--- src/rtl/jtframe_sdram_bank_arb.sv ---
// jtframe_sdram_bank_arb
// Shares one SDRAM bank port among CW clients. One request is captured at a
// time, its address/data/mask are registered onto the bank port, and the
// bank's ack/rdy handshake is routed back to the granted client. A watchdog
// abandons a transfer the bank never finishes.
//
// Parameters:
//   AW   - address width
//   CW   - number of clients (2..8)
//   RR   - 1 = round-robin, 0 = fixed priority (lowest index wins)
//   TOUT - watchdog limit in clk cycles, 0 disables it
//
// Ports:
//   clk_i, rst_n_i   - clock, asynchronous active-low reset
//   cl_addr_i        - CW*AW client addresses, client i at [i*AW +: AW]
//   cl_rd_i/cl_wr_i  - per-client read/write requests, held until cl_dok
//   cl_din_i         - CW*16 client write data
//   cl_din_m_i       - CW*2 client write masks
//   cl_ack_o         - one-hot, request accepted by the bank
//   cl_dok_o         - one-hot, transfer done
//   ba_addr_o, ba_din_o, ba_din_m_o - registered bank address/data/mask
//   ba_rd_o/ba_wr_o  - bank strobes
//   ba_ack_i/ba_rdy_i- bank accepted / bank finished (1-cycle pulses)
//   rfsh_en_o        - refresh permitted (idle, nothing pending)
//   busy_o           - transfer in flight
//   tout_err_o       - 1-cycle pulse when the watchdog fires
module jtframe_sdram_bank_arb #(
    parameter int AW   = 22,
    parameter int CW   = 4,
    parameter int RR   = 1,
    parameter int TOUT = 255
) (
    input  logic [0:0]       clk_i,
    input  logic [0:0]       rst_n_i,
    input  logic [CW*AW-1:0] cl_addr_i,
    input  logic [CW-1:0]    cl_rd_i,
    input  logic [CW-1:0]    cl_wr_i,
    input  logic [CW*16-1:0] cl_din_i,
    input  logic [CW*2-1:0]  cl_din_m_i,
    output logic [CW-1:0]    cl_ack_o,
    output logic [CW-1:0]    cl_dok_o,
    output logic [AW-1:0]    ba_addr_o,
    output logic [0:0]       ba_rd_o,
    output logic [0:0]       ba_wr_o,
    output logic [15:0]      ba_din_o,
    output logic [1:0]       ba_din_m_o,
    input  logic [0:0]       ba_ack_i,
    input  logic [0:0]       ba_rdy_i,
    output logic [0:0]       rfsh_en_o,
    output logic [0:0]       busy_o,
    output logic [0:0]       tout_err_o
);

    localparam int            GW    = (CW > 1) ? $clog2(CW) : 1;
    localparam int            TW    = (TOUT > 0) ? $clog2(TOUT + 1) : 1;
    localparam logic [TW-1:0] TLAST = (TOUT > 0) ? TW'(TOUT - 1) : '0;
    localparam logic [GW-1:0] GLAST = GW'(CW - 1);
    localparam bit            WD_EN = (TOUT != 0);
    localparam bit            RR_EN = (RR != 0);

    typedef enum logic [1:0] {
        IDLE = 2'd0,
        REQ  = 2'd1,
        WAIT = 2'd2
    } state_t;

    state_t        state_q, state_d;
    logic [GW-1:0] gnt_q, gnt_d;
    logic [GW-1:0] ptr_q, ptr_d;
    logic [TW-1:0] cnt_q, cnt_d;
    logic [AW-1:0] ba_addr_q, ba_addr_d;
    logic [15:0]   ba_din_q, ba_din_d;
    logic [1:0]    ba_din_m_q, ba_din_m_d;
    logic          ba_rd_q, ba_rd_d;
    logic          ba_wr_q, ba_wr_d;
    logic          tout_q, tout_d;

    logic [CW-1:0] pend;
    logic          any_pend;
    logic [GW-1:0] base;
    logic [GW-1:0] win;
    logic          found;
    logic [AW-1:0] sel_addr;
    logic [15:0]   sel_din;
    logic [1:0]    sel_din_m;
    logic          sel_rd;
    logic          sel_wr;
    logic [CW-1:0] gnt_oh;
    logic [GW-1:0] ptr_adv;
    logic          tmo;

    assign pend     = cl_rd_i | cl_wr_i;
    assign any_pend = |pend;

    // Winner search. The first pass looks at indices at or above the pointer;
    // the second pass only matters when nothing there was pending, so it
    // naturally yields the wrapped-around pick.
    always_comb begin
        base  = RR_EN ? ptr_q : '0;
        win   = '0;
        found = 1'b0;
        for (int i = 0; i < CW; i++) begin
            if (!found && pend[i] && (GW'(i) >= base)) begin
                found = 1'b1;
                win   = GW'(i);
            end
        end
        for (int i = 0; i < CW; i++) begin
            if (!found && pend[i]) begin
                found = 1'b1;
                win   = GW'(i);
            end
        end
    end

    // Select the winner's slices and decode the current grant.
    always_comb begin
        sel_addr  = '0;
        sel_din   = '0;
        sel_din_m = '0;
        sel_rd    = 1'b0;
        sel_wr    = 1'b0;
        gnt_oh    = '0;
        for (int i = 0; i < CW; i++) begin
            if (win == GW'(i)) begin
                sel_addr  = cl_addr_i[i*AW +: AW];
                sel_din   = cl_din_i[i*16 +: 16];
                sel_din_m = cl_din_m_i[i*2 +: 2];
                sel_rd    = cl_rd_i[i];
                sel_wr    = cl_wr_i[i];
            end
            gnt_oh[i] = (gnt_q == GW'(i));
        end
    end

    // CW need not be a power of two, so wrap with an explicit compare.
    assign ptr_adv = (gnt_q == GLAST) ? '0 : gnt_q + 1'b1;
    assign tmo     = WD_EN && (cnt_q == TLAST);

    // Next-state logic. A completion in the final watchdog cycle wins over the
    // timeout; an abandoned request gets neither ack nor dok.
    always_comb begin
        state_d    = state_q;
        gnt_d      = gnt_q;
        ptr_d      = ptr_q;
        cnt_d      = cnt_q;
        ba_addr_d  = ba_addr_q;
        ba_din_d   = ba_din_q;
        ba_din_m_d = ba_din_m_q;
        ba_rd_d    = ba_rd_q;
        ba_wr_d    = ba_wr_q;
        tout_d     = 1'b0;
        cl_ack_o   = '0;
        cl_dok_o   = '0;
        case (state_q)
            IDLE: begin
                if (any_pend) begin
                    state_d    = REQ;
                    gnt_d      = win;
                    cnt_d      = '0;
                    ba_addr_d  = sel_addr;
                    ba_din_d   = sel_din;
                    ba_din_m_d = sel_din_m;
                    ba_wr_d    = sel_wr;
                    ba_rd_d    = sel_rd & ~sel_wr;
                end
            end
            REQ: begin
                cnt_d = cnt_q + 1'b1;
                if (ba_ack_i && ba_rdy_i) begin
                    cl_ack_o = gnt_oh;
                    cl_dok_o = gnt_oh;
                    ba_rd_d  = 1'b0;
                    ba_wr_d  = 1'b0;
                    state_d  = IDLE;
                    if (RR_EN) ptr_d = ptr_adv;
                end else if (tmo) begin
                    ba_rd_d = 1'b0;
                    ba_wr_d = 1'b0;
                    tout_d  = 1'b1;
                    state_d = IDLE;
                    if (RR_EN) ptr_d = ptr_adv;
                end else if (ba_ack_i) begin
                    cl_ack_o = gnt_oh;
                    ba_rd_d  = 1'b0;
                    ba_wr_d  = 1'b0;
                    state_d  = WAIT;
                end
            end
            WAIT: begin
                cnt_d = cnt_q + 1'b1;
                if (ba_rdy_i) begin
                    cl_dok_o = gnt_oh;
                    state_d  = IDLE;
                    if (RR_EN) ptr_d = ptr_adv;
                end else if (tmo) begin
                    ba_rd_d = 1'b0;
                    ba_wr_d = 1'b0;
                    tout_d  = 1'b1;
                    state_d = IDLE;
                    if (RR_EN) ptr_d = ptr_adv;
                end
            end
            default: begin
                state_d = IDLE;
                ba_rd_d = 1'b0;
                ba_wr_d = 1'b0;
            end
        endcase
    end

    always_ff @(posedge clk_i or negedge rst_n_i) begin
        if (!rst_n_i) begin
            state_q    <= IDLE;
            gnt_q      <= '0;
            ptr_q      <= '0;
            cnt_q      <= '0;
            ba_addr_q  <= '0;
            ba_din_q   <= '0;
            ba_din_m_q <= '0;
            ba_rd_q    <= 1'b0;
            ba_wr_q    <= 1'b0;
            tout_q     <= 1'b0;
        end else begin
            state_q    <= state_d;
            gnt_q      <= gnt_d;
            ptr_q      <= ptr_d;
            cnt_q      <= cnt_d;
            ba_addr_q  <= ba_addr_d;
            ba_din_q   <= ba_din_d;
            ba_din_m_q <= ba_din_m_d;
            ba_rd_q    <= ba_rd_d;
            ba_wr_q    <= ba_wr_d;
            tout_q     <= tout_d;
        end
    end

    assign ba_addr_o  = ba_addr_q;
    assign ba_din_o   = ba_din_q;
    assign ba_din_m_o = ba_din_m_q;
    assign ba_rd_o    = ba_rd_q;
    assign ba_wr_o    = ba_wr_q;
    assign tout_err_o = tout_q;
    assign busy_o     = (state_q != IDLE);
    assign rfsh_en_o  = (state_q == IDLE) && !any_pend;

endmodule

--- config.mk ---
export PLATFORM = sky130hd
export DESIGN_NAME = jtframe_sdram_bank_arb
export DESIGN_NICKNAME = d
export VERILOG_FILES = /design/src/rtl/jtframe_sdram_bank_arb.sv
export SDC_FILE = /design/constraint.sdc
export NUM_CORES = 1
export LEC_CHECK = 0
export CAP_MARGIN = 15
export CORE_UTILIZATION = 38
export DETAILED_ROUTE_END_ITERATION = 10
export PLACE_DENSITY = 0.9
export SLEW_MARGIN = 10
export SYNTH_ARGS = -nofsm -noshare
export SYNTH_HDL_FRONTEND = slang
export SYNTH_SLANG_ARGS = --single-unit
--- constraint.sdc ---
create_clock -name clk_i -period 2.3 [get_ports clk_i]
set_input_delay 0.23 -clock clk_i [delete_from_list [all_inputs] [get_ports clk_i]]
set_output_delay 0.23 -clock clk_i [all_outputs]
set_load 0.05 [all_outputs]
[After elaboration in Yosys (flattened, before gate mapping)]
Cells that the tools add are included.
Operators by class
  $add $sub $neg: 2
  order comparisons: 4
  equal/unequal tests: 14
  mux-type cells: 68
  bitwise logic cells: 3
  reduce and logical (&&, ||, !) cells: 33
Operators with widths (number)
  $mux W22: 4
  $mux W16: 4
  $mux W2: 20
  $mux W1: 26
  $mux W4: 6
  $pmux W8 S2: 1
  $logic_and A1 B1 Y1: 13
  $eq A2 B2 Y1 const B: 5
  $add A8 B1 Y8 const B: 1
  $eq A8 B8 Y1 const B: 1
  $logic_not A1 Y1: 8
  $mux W8: 1
  $pmux W4 S2: 1
  $eq A2 B1 Y1 const B: 3
  $logic_not A2 Y1: 3
  $ne A2 B2 Y1 const B: 3
  $pmux W1 S3: 2
  $pmux W2 S3: 1
  $reduce_bool A2 Y1: 3
  $ge A1 B2 Y1 const A: 2
  $ge A2 B2 Y1 const A: 2
  $ne A4 B4 Y1 const B: 1
  $or A4 B4 Y4: 1
  $pmux W2 S2: 1
  other kinds (10): 11
Storage, ports and cells
  bits in registers: 57

[Logic depth before layout (Yosys ltp)]
Gate-level depths: netlist of the first run.
  depth in word-level cells: 36
  gate-level depth with buffers: 9
  depth with buffers taken out: 8

[Worst setup path before layout of the first run]
Ideal clock, no wire load.
  path kind: register -> register
  from: register state_q[0]
  to: register ba_addr_q[7], in the netlist ba_addr_o[7]
  setup time: 0.126 ns
  arrival time: 1.941 ns
  data required time: 2.174 ns
  setup slack: 0.233 ns
  stages on the path, launching flop included: 10
  buffers on the path: 2
  clock period less this slack: 2.067 ns
  cells stage by stage: dfrtp_1 > inv_1 > ha_1 > inv_1 > nor2_1 > nand2b_1 > buf_2 > buf_2 > a221oi_1 > nor2_1
On the way
  cells in the longest elaborated chain, start to end: 2
RTL lines
  start: declaration: RTL line 67  | state_t state_q, state_d;
  start signal: assignment: RTL line 225  | state_q <= state_d;
  $logic_not A2 Y1: RTL line 155  | case (state_q)
  $reduce_and A2 Y1 (no line)
  end signal: assignment: RTL line 229  | ba_addr_q <= ba_addr_d;
  end: declaration: RTL line 71  | logic [AW-1:0] ba_addr_q, ba_addr_d;
Every way passes these cells.
A chain may end at the register's enable or synchronous reset.

[Final worst setup path of the first run]
  from: input port cl_wr_i[3]
  to: register ba_addr_q[17], in the netlist ba_addr_o[17]
On the way
  cells in the longest elaborated chain, start to end: 21
  elaborated cells on any way between the ends: 30
RTL lines
  start: declaration: RTL line 37  | input logic [CW-1:0] cl_wr_i,
  $or A4 B4 Y4 *: RTL line 92  | assign pend = cl_rd_i | cl_wr_i;
  $logic_and A1 B1 Y1 (2 in a row): RTL line 103  | if (!found && pend[i] && (GW'(i) >= base)) begin
  $mux W1: RTL line 103
  $logic_not A1 Y1: RTL line 109  | if (!found && pend[i]) begin
  $logic_and A1 B1 Y1: RTL line 109
  $mux W1: RTL line 109
  $logic_not A1 Y1: RTL line 109
  $logic_and A1 B1 Y1: RTL line 109
  $mux W1: RTL line 109
  $logic_not A1 Y1: RTL line 109
  $logic_and A1 B1 Y1: RTL line 109
  $mux W1: RTL line 109
  $logic_not A1 Y1: RTL line 109
  $logic_and A1 B1 Y1: RTL line 109
  $mux W2: RTL line 109
  $logic_not A2 Y1: RTL line 125  | if (win == GW'(i)) begin
  $mux W22 (4 in a row): RTL line 125
Mark *: on every way between the ends. The rest lies on a longest branch, timed or not.

==> flow_metrics.tcl, run 1 <==
set metrics [dict create \
    worst_clock_skew_ns 0.00872 \
    synth-async-reset-ratio 1.00 \
    initial_utilization 0.392 \
    h-tree-depth 3 \
    grtUsageMet3 0.0639 \
    synthCells 369 \
    final_layout_size_suffix_gt1_frac 0.161 \
    die_w_um 99.4 \
    place_hpwl_um 10100 \
    clockBufferDepth 2 \
    finalCriticalPeriod_ns 2.20 \
    synth_nets 550 \
    reg2reg_to "ba_addr_o[17]$_DFFE_PN0P_" \
    crit_cells 8 \
    synthTopCellsByArea "dfrtp_1, mux2_2, a221oi_1" \
    finalHoldViolCount 0 \
    crit_fanout 26 \
    slew_viol_final 0 \
    drt_iter0_markers 171 \
    status "finished, final reports clean" \
    crit_start "cl_wr_i[3]" \
    yosysUniqueCellTypes 44 \
    cts_tree "done" \
    ant_nets 0 \
    core-area_mm2 0.00920 \
    rows 35 \
    vdd_drop_max_mv 0.903 \
    pre_cts_slack_ns -0.543 \
    cts_sinks 57 \
    cp_cell_sequence "clkdlybuf4s50_1, or2_1, o221a_1, o21ai_4, buf_12, mux2_2, a221oi_2, a21oi_1" \
    ioPinCount 225 \
    overflow 0 \
    die_y_um 99.4 \
    crit_path_end "ba_addr_o[17]$_DFFE_PN0P_" \
    antenna_cells 0 \
    tightest_slew_ns 0.686 \
    max_slew_margin 0.541 \
    rr_worst_depth 7 \
    fillers 690 \
    r2r_slack_ns 0.11 \
    wl_per_cell_um 18.8 \
    cp.arrival_ns 2.41 \
    clock-root-buffer "clkbuf_8" \
    clock.fmax_ghz 0.454 \
    critPathTopFamily "compound AO/OA/AOI/OAI gates" \
    grt_util_met2 0.513 \
    cts-buffers-inserted 9 \
    worst_path_max_delay_cell "clkdlybuf4s50_1" \
    p_per_area_mw_per_mm2 1340 \
    grt_antenna_before_repair 0 \
    setup_viol 0 \
    layout.nets 785 \
    syn-mean-instance-area_um2 9.77 \
    hold_class "primary input to asynchronous set/reset pin" \
    reg2reg_from "base[0]$_DFFE_PN0P_" \
    grt_max_degree 55 \
    viasPerCell 5.63 \
    drtPass1Iterations 4 \
    path_class "primary input to flop" \
    dieArea_mm2 0.00988 \
    synth_area_leader_cell "dfrtp_1" \
    cp-end-kind "flop" \
    gp_congestion 0.861 \
    required_ns 2.51 \
    ys_seq_area_frac 0.396 \
    cts_setup_buffers 0 \
    busiest_layer "met2" \
    ys_seq_elements 57 \
    synthTopCellsByCount "dfrtp_1, nor2_1, o22ai_1" \
    startpoint_type "primary input" \
    clock_latency_ns 0.33 \
    wl_um 13600 \
    p_leak_nw 2.57 \
    vias 4054 \
    fin_ws_ns 0.0966 \
    grt_pass1_vias 4256 \
    netlist_area_mm2 0.00361 \
    drcViolationCount 0 \
    area_growth_pct 77.5 \
    rsz0062_at_grt "false" \
    fin_crit_sh 0.958 \
    synth-edff-count 0 \
    synth_ff_type "dfrtp_1" \
    cp.buffers_inverters 2 \
    cpPeakStageDelay_ns 0.42 \
    grt_first_pass_wirelength_um 20800 \
    synth_top_area_frac 0.396 \
    yosysWarnings 0 \
    clkTransAtPathRegs_ns 0.07 \
    port_buffers 224 \
    total_power_mw 8.56 \
    grt_usage 0.274 \
    met1_usage 0.291 \
    cap_violations 0 \
]
==> cell type report <==
cell class | count | area [µm²] | area share
Timing Repair Buffer | 247 | 2540 | 0.397
Multi-Input combinational cell | 275 | 2030 | 0.317
Sequential cell | 57 | 1430 | 0.223
Clock buffer | 15 | 206 | 0.0323
Tap cell | 111 | 139 | 0.0217
Inverter | 14 | 52.6 | 0.00821
Clock inverter | 1 | 5.00 | 0.000782
==> sequential cells by signal, summed over array words and instances (netlist names) <==
| register | count |
|---|---|
| gnt_q | 2 |
| ba_addr_o | 22 |
| ba_din_o | 16 |
| tout_err_o | 1 |
| ba_rd_o | 1 |
| state_q | 2 |
| cnt_q | 8 |
| ba_din_m_o | 2 |
| base | 2 |
| ba_wr_o | 1 |
==> power by group <==
part / internal [mW] / switching (mW)
registers: 1.47 / 0.318
logic: 2.29 / 3.51
clock network: 0.567 / 0.406
total: 4.33 / 4.23
==> placed cells by master, fill, tap and decap left out, types with 3 or more instances in the layout <==
cell type and n:
mux2_2 32, a21oi_1 8, buf_4 19, nand2_1 15, a211oi_1 3, and2_1 8
mux2_1 11, o21ai_0 13, dfrtp_1 57, clkdlybuf4s50_1 213, buf_12 12, a221oi_2 5
clkbuf_8 15, a221oi_1 35, inv_1 13, nor2_1 55, nand4_1 3, xor2_1 3
ha_1 9, o22ai_1 40, nand2b_1 3
==> worst register-to-register path: stages, from the launching register on <==
cell and delay (ns):
dfrtp_1 0.44, o21ba_2 0.33, a211oi_4 0.06, o21ai_4 0.27, buf_12 0.22, mux2_2 0.40, a221oi_2 0.25, a21oi_1 0.09
==> logic make-up after synthesis <==
logic type,Yosys count,share of synthesized area
xor+xnor,3,0.00729
compound gates,119,0.252
simple gates,98,0.121
buf+inv,38,0.0527
fa+ha+maj,9,0.0312
mux,45,0.140
flops,57,0.396
==> what timing repair did <==
item                                    4_1_cts  5_1_grt
endpoints found under the setup margin       44       17
pin swaps                                     0        1
resized for setup                             2        4
hold buffers                                  1        0
cloned                                        1        0
endpoints found under the hold margin         3        0
==> worst min-delay path by stage <==
stage,start,endpoint,slack [ns]
detailed placement,rst_n_i,ba_addr_o[0]$_DFFE_PN0P_,0.04
global route,rst_n_i,ba_addr_o[0]$_DFFE_PN0P_,0.23
floorplan,rst_n_i,ba_addr_o[0]$_DFFE_PN0P_,-0.07
global placement,rst_n_i,ba_addr_o[0]$_DFFE_PN0P_,0.03
CTS,rst_n_i,ba_addr_o[0]$_DFFE_PN0P_,0.21
finish,rst_n_i,ba_addr_o[0]$_DFFE_PN0P_,0.22
==> metal layers <==
metal  wire length, µm  up-vias
met2              7190      200
met3               986       38
met1              5020     1937
met5                 0        -
met4               363        0
li1                  -     1879
==> per-stage QoR <==
stage          setup TNS [ns]  instance area (µm²)  hold WS [ns]  utilization  cells
6_report                    0                 6400         0.222        0.696    720
5_1_grt                     0                 6400         0.231        0.696    720
4_1_cts                     0                 6380         0.206        0.694    720
3_5_place_dp           -19.65                 6140        0.0418        0.668    702
3_3_place_gp           -14.93                 6140        0.0325        0.668    702
2_1_floorplan               0                 3610       -0.0656            -    369
Power figures use the tool's default switching activity.
==> run 2: changes to the inputs <==
- PLACE_DENSITY: 0.9 -> 0.92
==> run 2 against run 1 <==
Against the previous run:
- sequential power barely moved
- setup slack improved by 0.034 ns
- register-to-register slack better by 0.04 ns
- largest cell class unchanged
==> flow_metrics.tcl, run 2 (synthesis results as in run 1) <==
set metrics [dict create \
    placed_area_mm2 0.00622 \
    max_slew_margin 0.606 \
    h-tree-depth 3 \
    cts-buffers-inserted 9 \
    port_buffers 224 \
    antenna_cells 0 \
    fin_ws_ns 0.131 \
    clockBufferDepth 2 \
    grt_antenna_before_repair 0 \
    cts_tree "done" \
    core-area_mm2 0.00920 \
    final_cell_mix "clkdlybuf4s50_1, dfrtp_1, nor2_1, o22ai_1, a221oi_1" \
    p_per_area_mw_per_mm2 1330 \
    wl_per_cell_um 18.9 \
    grt_max_degree 35 \
    cap_violations 0 \
    tightest_slew_ns 0.590 \
    worst_path_max_delay_cell "clkdlybuf4s50_1" \
    holdWs_ns 0.452 \
    finalInstanceArea_mm2 0.00645 \
    grt_usage 0.276 \
    p_leak_nw 2.57 \
    die_y_um 99.4 \
    overflow 0 \
    slew_viol_final 0 \
    worst_clock_skew_ns 0.0125 \
    die_w_um 99.4 \
    clock_latency_ns 0.33 \
    final_cells 720 \
    finalCriticalPeriod_ns 2.17 \
    gp_congestion 0.910 \
    vias 4122 \
    startpoint_type "primary input" \
    status "finished, final reports clean" \
    layout.nets 786 \
    fin_util 0.701 \
    ant_nets 0 \
    viasPerCell 5.73 \
    rows 35 \
    final_layout_size_suffix_gt1_frac 0.159 \
    grt_first_pass_wirelength_um 21200 \
    drcViolationCount 0 \
    wl_um 13600 \
    met1_usage 0.297 \
    cts_sinks 57 \
    finalHoldViolCount 0 \
    initial_utilization 0.392 \
    layout_commonest_cell "clkdlybuf4s50_1" \
    area_growth_pct 78.8 \
    grtUsageMet3 0.0696 \
    rsz0062_at_grt "false" \
    total_power_mw 8.59 \
    busiest_layer "met2" \
    cpPeakStageDelay_ns 0.41 \
    dp_cells 704 \
    cp.arrival_ns 2.37 \
    grt_util_met2 0.491 \
    cp-end-kind "flop" \
    required_ns 2.50 \
    grt_pass1_vias 4409 \
    clkTransAtPathRegs_ns 0.07 \
    setup_viol 0 \
    fin_crit_sh 0.943 \
    hold_class "primary input to asynchronous set/reset pin" \
    largest_reg_flops 22 \
    drtPass1Iterations 5 \
    vdd_drop_max_mv 0.647 \
    setup_tns_ns 0 \
    clock.fmax_ghz 0.461 \
    clock-root-buffer "clkbuf_8" \
    place_hpwl_um 10400 \
    dieArea_mm2 0.00988 \
    pre_cts_slack_ns -0.271 \
    crit_fanout 22 \
    ioPinCount 225 \
    drt_iter0_markers 172 \
    path_class "primary input to flop" \
    cp_cell_sequence "clkdlybuf4s50_1, or2_1, o221a_1, o21ai_4, buf_12, mux2_2, a221oi_2, nor2_1" \
]
[run 2: cell count changes in the layout (fill, tap and decap cells not counted), sizes merged]
cell,before,now
nor2b,2,1
clkinvlp,0,1
clkbuf,15,13
clkinv,1,0
buf,33,35
bufinv,0,1
[run 2: per-layer routing]
metal  routed length (µm)  vias up
met5                    0        -
met3                 1080       46
met2                 6930      231
li1                     -     1879
met4                  604        0
met1                 5010     1966
[run 2: repair_timing]
action / 4_1_cts / 5_1_grt
resized for setup: 0 / 4
setup buffers: 0 / 0
hold buffers: 1 / 0
hold endpoints to repair: 23 / 0
setup endpoints to repair: 0 / 10
[run 2: area by class of cell]
type	instances	area [µm²]
Inverter	14	52.6
Clock buffer	13	159
Multi-Input combinational cell	274	2020
Timing Repair Buffer	249	2620
Sequential cell	57	1430
Fill cell	690	2750
Tap cell	111	139
Clock inverter	2	37.5
[run 2: final timing paths]
check                      slack (ns)  cells after the start                         to                    from
hold reg to reg                  0.51                      2        ba_wr_o$_DFFE_PN0P_     ba_wr_o$_DFFE_PN0P_
setup reg to reg                 0.15                      7       cnt_q[7]$_DFFE_PN0P_  state_q[0]$_DFFE_PN0P_
max in group asynchronous        1.24                      3    ba_din_o[0]$_DFFE_PN0P_                 rst_n_i
setup / recovery                 0.13                      8  ba_addr_o[11]$_DFFE_PN0P_              cl_wr_i[3]
hold / removal                   0.45                      2   ba_addr_o[4]$_DFFE_PN0P_                 rst_n_i
min in group clk_i               0.50                      3  ba_addr_o[18]$_DFFE_PN0P_           cl_addr_i[84]
[run 2: critical path: cells and delay by family]
family,cells,cell delay [ns]
multiplexers,1,0.39
AO/OA/AOI/OAI,3,0.78
AND/OR/NAND/NOR,2,0.33
buffers and inverters,2,0.62
[run 2: report_power, final]
part	internal (mW)	leakage [nW]	switching, mW	total (mW)
combinational	2.37	1.80	3.47	5.84
sequential	1.47	0.674	0.321	1.80
clock	0.555	0.0957	0.399	0.955
total	4.40	2.57	4.19	8.59
==> run 3: changes to the inputs <==
- CORE_UTILIZATION: 38 -> 34
- PLACE_DENSITY: 0.92 -> 0.87
- clock period: 2.3 -> 1.75 ns (I/O delays scaled with it)
==> run 3 against run 2 <==
Against the previous run:
- the flow now finishes with violations (negative setup slack)
- global-route usage down 0.85 points
- first-iteration DRC count increased by 12%
- total power is 57% higher
- wire length up 9.9%
- via count up 4.6%
- clock power grew 32%
- highest routed layer unchanged
==> flow_metrics.tcl, run 3 (synthesis results as in run 1) <==
set metrics [dict create \
    status "finished, violations left" \
    violations "negative setup slack" \
    worst_path_most_repeated_cell "buf_12" \
    reg2reg_from "base[0]$_DFFE_PN0P_" \
    setup_viol 52 \
    cp.arrival_ns 2.26 \
    max_slew_margin 0.643 \
    vias 4311 \
    total_power_mw 13.5 \
    viasPerCell 5.42 \
    gp_congestion 0.841 \
    cap_violations 0 \
    layout.nets 834 \
    die_y_um 105 \
    cp.buffers_inverters 2 \
    finalHoldViolCount 0 \
    grt_max_degree 58 \
    h-tree-depth 3 \
    cp-end-kind "flop" \
    rsz0062_at_grt "true" \
    layout_commonest_cell "clkdlybuf4s50_1" \
    initial_utilization 0.349 \
    grt_antenna_before_repair 1 \
    hold_class "primary input to asynchronous set/reset pin" \
    cts_tree "done" \
    holdWs_ns 0.377 \
    drtPass1Iterations 4 \
    slew_viol_final 0 \
    clockBufferDepth 2 \
    rr_worst_depth 8 \
    grt_pass1_vias 4701 \
    worst_clock_skew_ns 0.0102 \
    fin_ws_ns -0.290 \
    final_layout_size_suffix_gt1_frac 0.351 \
    critPathTopFamily "compound AO/OA/AOI/OAI gates" \
    cts-buffers-inserted 9 \
    p_leak_nw 3.14 \
    die_w_um 105 \
    wl_um 15000 \
    ioPinCount 225 \
    required_ns 1.97 \
    worst_path_max_delay_cell "dfrtp_1" \
    dieArea_mm2 0.0110 \
    finalCriticalPeriod_ns 2.04 \
    final_cell_mix "clkdlybuf4s50_1, dfrtp_1, buf_4, nor2_1, o22ai_1" \
    core-area_mm2 0.0103 \
    fin_crit_sh 1.17 \
    drt_iter0_markers 193 \
    clkTransAtPathRegs_ns 0.08 \
    area_growth_pct 108 \
    startpoint_type "flop" \
    wl_per_cell_um 18.8 \
    final_cells 795 \
    largest_reg_flops 22 \
    clock.fmax_ghz 0.490 \
    reg2reg_to "ba_addr_o[4]$_DFFE_PN0P_" \
    port_buffers 224 \
    path_class "flop to flop" \
    overflow 0 \
    vdd_drop_max_mv 1.08 \
    tightest_slew_ns 0.535 \
    clock-root-buffer "clkbuf_8" \
    drcViolationCount 0 \
    cts_sinks 57 \
    p_per_area_mw_per_mm2 1800 \
    cpPeakStageDelay_ns 0.42 \
    ant_nets 0 \
    rows 37 \
    place_hpwl_um 10900 \
    cp_cell_sequence "o21ba_4, a211oi_4, o21ai_4, buf_12, buf_12, mux2_4, a221oi_2, nor2_1" \
    r2r_slack_ns -0.29 \
    crit_fanout 22 \
    clock_latency_ns 0.33 \
    dp_cells 757 \
    grt_first_pass_wirelength_um 23000 \
    grt_usage 0.268 \
]
-- run 3: cell count changes in the layout (fill, tap and decap cells not counted), moves of 8 or more --
cell             previous run  this run
buf_6                       0         9
and2_4                      0         8
buf_4                      17        56
a221oi_1                   36         1
and2_1                      8         0
a221oi_2                    4        36
clkdlybuf4s50_1           213       199
mux2_1                     11         0
mux2_2                     32         8
mux2_4                      0        35
-- run 3: worst max-delay path by stage --
stage	to	depth (start not counted)	slack (ns)	start
2_1_floorplan	ba_addr_o[0]$_DFFE_PN0P_	7	-0.15	base[0]$_DFFE_PN0P_
3_3_place_gp	ba_addr_o[14]$_DFFE_PN0P_	9	-0.58	cl_wr_i[3]
3_5_place_dp	ba_addr_o[4]$_DFFE_PN0P_	9	-0.64	cl_wr_i[3]
4_1_cts	ba_din_o[13]$_DFFE_PN0P_	8	-0.27	base[0]$_DFFE_PN0P_
5_1_grt	ba_addr_o[13]$_DFFE_PN0P_	8	-0.34	base[0]$_DFFE_PN0P_
6_report	ba_addr_o[4]$_DFFE_PN0P_	8	-0.29	base[0]$_DFFE_PN0P_
-- run 3: area by class of cell --
type / instances / area [µm²]
inverter: 14 / 63.8
multi-input combinational: 274 / 2570
sequential: 57 / 1430
clock inverter: 5 / 55.1
antenna: 1 / 2.50
fill: 692 / 2840
timing repair buffer: 297 / 3050
tap: 136 / 170
clock buffer: 11 / 141
-- run 3: metal layers --
metal | share of wire | GRT usage | vias up | wire (µm)
met1 | 0.39 | 0.297 | 2096 | 5850
met4 | 0.034 | 0.137 | 0 | 514
met5 | 0 | 0 | - | 0
met3 | 0.049 | 0.0474 | 41 | 733
met2 | 0.53 | 0.489 | 189 | 7860
li1 | - | - | 1985 | -
-- run 3: repair_timing --
item | 4_1_cts | 5_1_grt
endpoints found under the setup margin | 61 | 62
buffers inserted | 11 | 9
gates cloned | 0 | 1
gates resized for setup | 57 | 24
endpoints found under the hold margin | 57 | 0
pin swaps | 15 | 6
hold buffers | 1 | 0
-- run 3: metrics by stage --
stage	setup TNS [ns]	worst slack, ns	util	cell area, µm²
finish	-9.74	-0.290	0.725	7490
global route	-13.96	-0.345	0.725	7490
CTS	-9.74	-0.268	0.708	7310
detailed placement	-29.59	-0.639	0.663	6840
global placement	-27.34	-0.579	0.663	6840
floorplan	-5.38	-0.148	-	3980
-- run 3: power breakdown --
| part | internal [mW] | total (mW) | switching (mW) |
|---|---|---|---|
| Combinational | 4.38 | 9.83 | 5.45 |
| Clock | 0.692 | 1.26 | 0.572 |
| Sequential | 1.94 | 2.36 | 0.421 |
| Total | 7.01 | 13.5 | 6.44 |
-- run 3: worst min-delay path, delay by kind of cell --
family / cells / cell delay (ns)
buffers and inverters: 3 / 0.93
